### config.mk
export PLATFORM = sky130hd
export DESIGN_NAME = l1_bus_master_flat
export DESIGN_NICKNAME = d
export VERILOG_FILES = /design/src/rtl/l1_bus_master_if.sv /design/src/rtl/l1_bus_master.sv /design/src/flat_wrapper.sv
export SDC_FILE = /design/constraint.sdc
export NUM_CORES = 1
export LEC_CHECK = 0
export CELL_PAD_IN_SITES_DETAIL_PLACEMENT = 0
export CELL_PAD_IN_SITES_GLOBAL_PLACEMENT = 1
export CORE_ASPECT_RATIO = 1.1
export CORE_MARGIN = 2
export CORE_UTILIZATION = 28
export DETAILED_ROUTE_END_ITERATION = 10
export PLACE_DENSITY = 0.95
export SYNTH_ARGS = -nofsm -noshare
export SYNTH_HDL_FRONTEND = slang
export SYNTH_SLANG_ARGS = --single-unit
### constraint.sdc
create_clock -name clk -period 3.8 [get_ports clk]
set_input_delay 0.57 -clock clk [delete_from_list [all_inputs] [get_ports clk]]
set_output_delay 0.57 -clock clk [all_outputs]
set_load 0.05 [all_outputs]
### src/rtl/l1_bus_master_if.sv
`default_nettype none
// ============================================================================
// Module   : l1_bus_master_if
// Purpose  : L1-side request/response and arbitrated-bus signals of one master.
// Revision : 1.0
// ============================================================================
interface l1_bus_master_if #(
   parameter int ADDR_W = 32,
   parameter int DATA_W = 32
);
   logic              req_valid;
   logic              req_ready;
   logic [1:0]        req_cmd;
   logic [ADDR_W-1:0] req_addr;
   logic [DATA_W-1:0] req_wdata;
   logic              resp_valid;
   logic [DATA_W-1:0] resp_data;
   logic              resp_shared;
   logic              resp_err;
   logic              BusReq;
   logic              BusGrant;
   logic              BusBusy;
   logic              bus_cmd_valid;
   logic [1:0]        bus_cmd;
   logic [ADDR_W-1:0] bus_addr;
   logic [DATA_W-1:0] bus_wdata;
   logic              bus_ack;
   logic [DATA_W-1:0] bus_rdata;
   logic              bus_shared;

   modport master (
      input  req_valid, req_cmd, req_addr, req_wdata,
      input  BusGrant, bus_ack, bus_rdata, bus_shared,
      output req_ready, resp_valid, resp_data, resp_shared, resp_err,
      output BusReq, BusBusy, bus_cmd_valid, bus_cmd, bus_addr, bus_wdata
   );

   modport slave (
      output req_valid, req_cmd, req_addr, req_wdata,
      output BusGrant, bus_ack, bus_rdata, bus_shared,
      input  req_ready, resp_valid, resp_data, resp_shared, resp_err,
      input  BusReq, BusBusy, bus_cmd_valid, bus_cmd, bus_addr, bus_wdata
   );
endinterface
`default_nettype wire

### src/rtl/l1_bus_master.sv
`default_nettype none
// ============================================================================
// Module   : l1_bus_master
// Purpose  : Per-L1 requester for the shared snooping bus; optional WAIT
//            watchdog enabled by defining BUS_TIMEOUT_EN.
// Revision : 1.0
// ============================================================================
module l1_bus_master #(
   parameter int ADDR_W  = 32,
   parameter int DATA_W  = 32,
   parameter int TIMEOUT = 255
) (
   input wire              clk,
   input wire              reset,
   l1_bus_master_if.master bus
);
   typedef enum logic [2:0] {
      IDLE    = 3'd0,
      REQ     = 3'd1,
      CMD     = 3'd2,
      WAIT    = 3'd3,
      RELEASE = 3'd4
   } state_t;

   state_t state;
   state_t next_state;
   logic   accept;
   logic   complete;
   logic   abort;
   logic   timed_out;

   always_ff @(posedge clk) begin
      if (reset) state <= IDLE;
      else       state <= next_state;
   end

   always_comb begin
      next_state        = state;
      accept            = 1'b0;
      complete          = 1'b0;
      abort             = 1'b0;
      bus.req_ready     = 1'b0;
      bus.BusReq        = 1'b0;
      bus.BusBusy       = 1'b0;
      bus.bus_cmd_valid = 1'b0;
      unique case (state)
         IDLE: begin
            bus.req_ready = 1'b1;
            if (bus.req_valid) begin
               accept     = 1'b1;
               next_state = REQ;
            end
         end
         REQ: begin
            bus.BusReq = 1'b1;
            if (bus.BusGrant) next_state = CMD;
         end
         CMD: begin
            bus.BusReq        = 1'b1;
            bus.BusBusy       = 1'b1;
            bus.bus_cmd_valid = 1'b1;
            if (!bus.BusGrant) begin
               abort      = 1'b1;
               next_state = RELEASE;
            end else begin
               next_state = WAIT;
            end
         end
         WAIT: begin
            bus.BusReq  = 1'b1;
            bus.BusBusy = 1'b1;
            // An ack beats both grant loss and the watchdog in the same cycle.
            if (bus.bus_ack) begin
               complete   = 1'b1;
               next_state = RELEASE;
            end else if (!bus.BusGrant || timed_out) begin
               abort      = 1'b1;
               next_state = RELEASE;
            end
         end
         RELEASE: begin
            // Hold off until the arbiter's registered grant has cleared.
            if (!bus.BusGrant) next_state = IDLE;
         end
         default: next_state = IDLE;
      endcase
   end

   always_ff @(posedge clk) begin
      if (reset) begin
         bus.resp_valid  <= 1'b0;
         bus.resp_err    <= 1'b0;
         bus.resp_shared <= 1'b0;
         bus.resp_data   <= '0;
         bus.bus_cmd     <= 2'b00;
         bus.bus_addr    <= '0;
         bus.bus_wdata   <= '0;
      end else begin
         bus.resp_valid <= complete | abort;
         bus.resp_err   <= abort;
         if (accept) begin
            bus.bus_cmd   <= bus.req_cmd;
            bus.bus_addr  <= bus.req_addr;
            bus.bus_wdata <= bus.req_wdata;
         end
         if (complete) begin
            bus.resp_data   <= bus.bus_rdata;
            // Only BusRd/BusRdX (cmd[1]==0) report sharing.
            bus.resp_shared <= bus.bus_shared & ~bus.bus_cmd[1];
         end else if (abort) begin
            bus.resp_shared <= 1'b0;
         end
      end
   end

`ifdef BUS_TIMEOUT_EN
   localparam int CNT_W = ($clog2(TIMEOUT + 1) > 8) ? $clog2(TIMEOUT + 1) : 8;

   logic [CNT_W-1:0] wait_cnt;

   always_ff @(posedge clk) begin
      if (reset || state != WAIT) wait_cnt <= '0;
      else if (!bus.bus_ack)      wait_cnt <= wait_cnt + CNT_W'(1);
   end

   // The TIMEOUT-th consecutive ack-less WAIT cycle aborts.
   assign timed_out = (wait_cnt == CNT_W'(TIMEOUT - 1));
`else
   assign timed_out = 1'b0;
`endif

endmodule
`default_nettype wire
### src/flat_wrapper.sv
// flat-port wrapper written by rule: the top's interface ports become plain ports
module l1_bus_master_flat 
#(
   parameter int ADDR_W  = 32,
   parameter int DATA_W  = 32,
   parameter int TIMEOUT = 255
)
  (clk, reset, bus_req_valid, bus_req_cmd, bus_req_addr, bus_req_wdata, bus_BusGrant, bus_bus_ack, bus_bus_rdata, bus_bus_shared, bus_req_ready, bus_resp_valid, bus_resp_data, bus_resp_shared, bus_resp_err, bus_BusReq, bus_BusBusy, bus_bus_cmd_valid, bus_bus_cmd, bus_bus_addr, bus_bus_wdata);
  l1_bus_master_if #(.ADDR_W(ADDR_W), .DATA_W(DATA_W)) bus_i ();
  input wire clk;
  input wire reset;
  input wire logic [$bits(bus_i.req_valid)-1:0] bus_req_valid;
  input wire logic [$bits(bus_i.req_cmd)-1:0] bus_req_cmd;
  input wire logic [$bits(bus_i.req_addr)-1:0] bus_req_addr;
  input wire logic [$bits(bus_i.req_wdata)-1:0] bus_req_wdata;
  input wire logic [$bits(bus_i.BusGrant)-1:0] bus_BusGrant;
  input wire logic [$bits(bus_i.bus_ack)-1:0] bus_bus_ack;
  input wire logic [$bits(bus_i.bus_rdata)-1:0] bus_bus_rdata;
  input wire logic [$bits(bus_i.bus_shared)-1:0] bus_bus_shared;
  output wire logic [$bits(bus_i.req_ready)-1:0] bus_req_ready;
  output wire logic [$bits(bus_i.resp_valid)-1:0] bus_resp_valid;
  output wire logic [$bits(bus_i.resp_data)-1:0] bus_resp_data;
  output wire logic [$bits(bus_i.resp_shared)-1:0] bus_resp_shared;
  output wire logic [$bits(bus_i.resp_err)-1:0] bus_resp_err;
  output wire logic [$bits(bus_i.BusReq)-1:0] bus_BusReq;
  output wire logic [$bits(bus_i.BusBusy)-1:0] bus_BusBusy;
  output wire logic [$bits(bus_i.bus_cmd_valid)-1:0] bus_bus_cmd_valid;
  output wire logic [$bits(bus_i.bus_cmd)-1:0] bus_bus_cmd;
  output wire logic [$bits(bus_i.bus_addr)-1:0] bus_bus_addr;
  output wire logic [$bits(bus_i.bus_wdata)-1:0] bus_bus_wdata;
  assign bus_i.req_valid = bus_req_valid;
  assign bus_i.req_cmd = bus_req_cmd;
  assign bus_i.req_addr = bus_req_addr;
  assign bus_i.req_wdata = bus_req_wdata;
  assign bus_i.BusGrant = bus_BusGrant;
  assign bus_i.bus_ack = bus_bus_ack;
  assign bus_i.bus_rdata = bus_bus_rdata;
  assign bus_i.bus_shared = bus_bus_shared;
  assign bus_req_ready = bus_i.req_ready;
  assign bus_resp_valid = bus_i.resp_valid;
  assign bus_resp_data = bus_i.resp_data;
  assign bus_resp_shared = bus_i.resp_shared;
  assign bus_resp_err = bus_i.resp_err;
  assign bus_BusReq = bus_i.BusReq;
  assign bus_BusBusy = bus_i.BusBusy;
  assign bus_bus_cmd_valid = bus_i.bus_cmd_valid;
  assign bus_bus_cmd = bus_i.bus_cmd;
  assign bus_bus_addr = bus_i.bus_addr;
  assign bus_bus_wdata = bus_i.bus_wdata;
  l1_bus_master #(.ADDR_W(ADDR_W), .DATA_W(DATA_W), .TIMEOUT(TIMEOUT)) u_core (.clk(clk), .reset(reset), .bus(bus_i));
endmodule
After elaboration in Yosys (flattened, before gate mapping)
Index checks and enable logic that the tools add are counted.
{ "totals": {"out_inout_bits": 105, "regBits": 104, "inputBits": 104, "wordCells": 44} }
{ "op_classes": {"n_mux": 20, "reduce_logical": 5, "bitwise": 3, "eq_ne": 8} }
{ "ops": {"columns": ["op", "count"], "rows": [
  ["2-to-1 mux 3 bit", 6],
  ["case mux 3 bit (5 select lines)", 1],
  ["2-to-1 mux 1 bit", 12],
  ["== test 3 x 2 -> 1 bit, second input constant", 2],
  ["inequality test 2 bit, second input constant", 3],
  ["AND reduction 4 bit", 1],
  ["== test 3 x 1 -> 1 bit, second input constant", 1],
  ["== test 3 bit, second input constant", 1],
  ["zero test 3 bit", 1],
  ["inequality test 3 bit, second input constant", 1],
  ["OR reduction 3 bit", 1],
  ["case mux 1 bit (2 select lines)", 1],
  ["nonzero test 2 bit", 1],
  ["OR reduction 2 bit", 1],
  ["bitwise AND 1 bit", 1],
  ["NOT 1 bit", 1],
  ["bitwise OR 1 bit", 1]
]} }

Longest topological paths before layout
{ "depth": {"depth_word": 5, "ltp_mapped": 6, "ltp_nobuf": 3} }

Worst setup path before layout
OpenSTA, ideal clock, no wires.
{ "synth_timing": {"path_kind": "register to output", "start": "register u_core.state[0]", "end": "output bus_req_ready", "path_stages_with_launch": 4, "t_arrival_ns": 1.679, "path_slack_ns": 1.551, "n_path_buf": 2, "required_ns": 3.230, "path_cell_list": "dfxtp_1 buf_2 buf_2 nor3_1"} }
{ "synth_via": {"elab_chain_cells": 2} }
{ "synth_lines": {"columns": ["item", "line", "source"], "rows": [
  ["from (decl)", "l1_bus_master.sv:25", "state_t state;"],
  ["from (signal assigned)", "l1_bus_master.sv:34", "else state <= next_state;"],
  ["zero test 3 bit", "l1_bus_master.sv:46", "unique case (state)"],
  ["2-to-1 mux 1 bit", "l1_bus_master.sv:46", null],
  ["to (decl)", "flat_wrapper.sv:20", "output wire logic [$bits(bus_i.req_ready)-1:0] bus_req_ready;"]
]} }
No other way between the ends.

Final worst setup path
{ "layout_timing": {"start": "register u_core.state[1]", "end": "output bus_bus_cmd_valid"} }
{ "layout_via": {"elab_chain_cells": 2} }
{ "layout_lines": {"columns": ["item", "line", "source"], "rows": [
  ["== test 3 x 2 -> 1 bit", "l1_bus_master.sv:46", null],
  ["2-to-1 mux 1 bit", "l1_bus_master.sv:46", null],
  ["to (decl)", "flat_wrapper.sv:27", "output wire logic [$bits(bus_i.bus_cmd_valid)-1:0] bus_bus_cmd_valid;"]
]} }
No other way between the ends.

==> reports/qor.yml <==
worst_setup_path:
  cp.arrival_ps: 2200
  cp-end-kind: "primary output"
  r2r_end: "u_core.bus.bus_addr[20]"
  r2r-start: "u_core.state[0]"
  worstSetupStartpointType: "flip-flop"
  r2r_setup_slack_ps: 1920
  path_class: "reg2out"
  cp_data_required_time_ps: 3230
  path_max_fanout: 17
  reg2reg_depth: 3
logic_synthesis:
  synthAdderAreaFrac_pct: 0
  synth_top_area_share_pct: 55.12
  syn_area_per_cell_um2: 7.986
  synth_fp_nets: 577
  synth_xor_area_share_pct: 0
  synth_compound_area_share_pct: 15.44
  syn_inst: 473
  synth.distinct_cells: 31
  synth.cells.most_frequent: "197 x nand2_1, 104 x dfxtp_1, 102 x a21oi_1"
  synth.area.mux_share_pct: 0
  ys_seq_area_share_pct: 55.12
  yosys_warnings: 0
  synth-main-ff-cell: "dfxtp_1"
  yosys.cell_count.top_type: "nand2_1"
  synth_edf_count: 0
  synth-simple-area-share_pct: 24.05
  synth.area.top_cells: "dfxtp_1 55%, nand2_1 20%, a21oi_1 14%"
  yosys.area.top_type: "dfxtp_1"
  postSynth.asyncResetShare_pct: 0
  synth_top_family_by_area: "simple AND/OR/NAND/NOR gates"
  ys_ff_latch: 104
  syn_area_um2: 3777
clocking:
  insertion_delay_ps: 340
  cts_buffers: 9
  clk_pin_slew_ps: 70
  cts_setup_buffers: 0
  ctsHoldBuffers: 0
  cts-root-buf: "clkbuf_16"
  cts_tree: "done"
  cts.path.max_buffers: 2
  cts_sinks: 104
  htree_levels: 3
  cts_resized: 0
hold_path:
  worstHoldStart: "u_core.bus.resp_data[21]"
  hp-class: "reg2reg"
  hold_end: "u_core.bus.resp_data[21]"
  hold_depth: 2
timing:
  finalSetupViolCount: 0
  finalHoldViolations: 0
  timing.fmax_mhz: 360.6
  slew-limit-headroom_pct: 29.76
  worst_pin_slew_ps: 1054
  slew_violations: 0
  fin_setup_tns_ps: 0
  finalCriticalPeriod_ps: 2773
  clock_skew_ps: 6.253
  hold_ws_ps: 452.0
  min_period_over_period_pct: 72.97
  rsz0062_at_grt: "false"
floorplanning:
  io-pin-count: 209
  initial_utilization_pct: 28.59
  coreArea_um2: 13210
  rows: 44
  die_w_um: 114.7
  dieHeight_um: 125.8
  die-area_um2: 14440
power_and_ir_drop:
  ir_worst_vdd_mv: 0.3087
  p_per_area_nw_per_um2: 578.1
  leakagePower_nw: 2.176
drt:
  drt_iter0_drc: 153
  wirelength_um: 10840
  drtPass1Iterations: 4
  avgRoutedWirePerCell_um: 13.14
  viasPerCell: 4.613
  drc_errors: 0
  ant_nets: 0
  via_count: 3806
placed_design:
  dpl.hpwl_um: 7717
  place_congestion: 0.7507
  io_buffers: 208
  placed_cell_area_um2: 5897
layout:
  fin_area_um2: 6163
  seqCellArea_um2: 2082
  antennaDiodeCount: 0
  drive_gt1_share_pct: 3.464
  area_growth_pct: 63.17
  multi_input_area_um2: 1500
  fin_nets: 763
  final.fill_count: 1290
outcome:
  run_status: "finished clean"
grt:
  grt_max_degree: 105
  grt-ovfl-total: 0
  grt_pass1_wl_um: 17080
  antenna_found_initial: 0
  grt_pass1_vias: 3646
  grt_usage_pct: 14.65
run:
  drv_cap: 0
[report_power, final]
group / total [mW] / leakage [nW] / switching [mW] / internal, mW
clock network: 0.839 / 0.136 / 0.381 / 0.458
logic: 1.37 / 1.19 / 0.893 / 0.481
registers: 1.35 / 0.847 / 0.116 / 1.23
[final cells by class]
cell class | count | area share [%]
Timing Repair Buffer | 212 | 34.23
Sequential cell | 104 | 33.78
Multi-Input combinational cell | 331 | 24.34
Clock buffer | 12 | 3.999
Tap cell | 161 | 3.268
Clock inverter | 4 | 0.3248
Inverter | 1 | 0.06090
[worst max-delay path: stages, from the launching register on]
cell and delay, ps:
dfxtp_1 670, nand2b_1 230, nor2_1 130, clkdlybuf4s50_1 830
[through the flow]
step                cells  setup WS [ps]  utilization, %  total power [mW]
finish                825           1027           46.65             3.563
global route          825          894.6           46.65             3.756
CTS                   825           1012           46.65             3.622
detailed placement    809           1383           44.63             2.762
global placement      809           1428           44.63             2.737
floorplan             473           1551               -             2.305
[worst max-delay path by stage]
stage,start,end,slack (ps),cells past startpoint
CTS,u_core.state[1],bus_bus_cmd_valid,1010,3
floorplan,u_core.state[0],bus_req_ready,1550,3
detailed placement,bus_req_valid,u_core.bus.bus_addr[20],1380,4
global placement,u_core.state[1],bus_bus_cmd_valid,1430,3
finish,u_core.state[1],bus_bus_cmd_valid,1030,3
global route,u_core.state[1],bus_bus_cmd_valid,890,3
[state kept, by name, indices dropped and copies added, names as in the netlist]
signal                  count
u_core.bus.resp_data       32
u_core.bus.bus_wdata       32
u_core.state                3
u_core.bus.resp_err         1
u_core.bus.resp_shared      1
u_core.bus.bus_cmd          2
u_core.bus.resp_valid       1
u_core.bus.bus_addr        32
[cell usage in the layout, fill, tap and decap left out, types with 2 or more instances in the layout]
cell	synthesis	routed
nand2b_1	3	3
buf_4	4	5
clkdlybuf4s50_1	0	207
clkbuf_1	21	2
nor3_1	2	2
clkbuf_16	0	9
and4b_1	2	2
nor2_1	4	4
a21oi_1	102	102
a211oi_1	2	2
nand2_1	197	197
dfxtp_1	104	104
nor2b_1	2	2
clkinv_2	0	4
[logic make-up after synthesis]
group / count (synthesis)
AOI/OAI and AO/OA: 111
buffers and inverters: 38
and+or+nand+nor: 220
DFF: 104
[per-layer routing]
layer  share of wire (%)  global-route usage, %  vias to the layer above
met2                  49                  25.10                      130
met5                   0                      0                        -
met3                 8.8                  5.294                       18
li1                    -                      -                     1909
met1                  40                  16.28                     1749
met4                 2.1                  6.237                        0
Power figures use the tool's default switching activity.
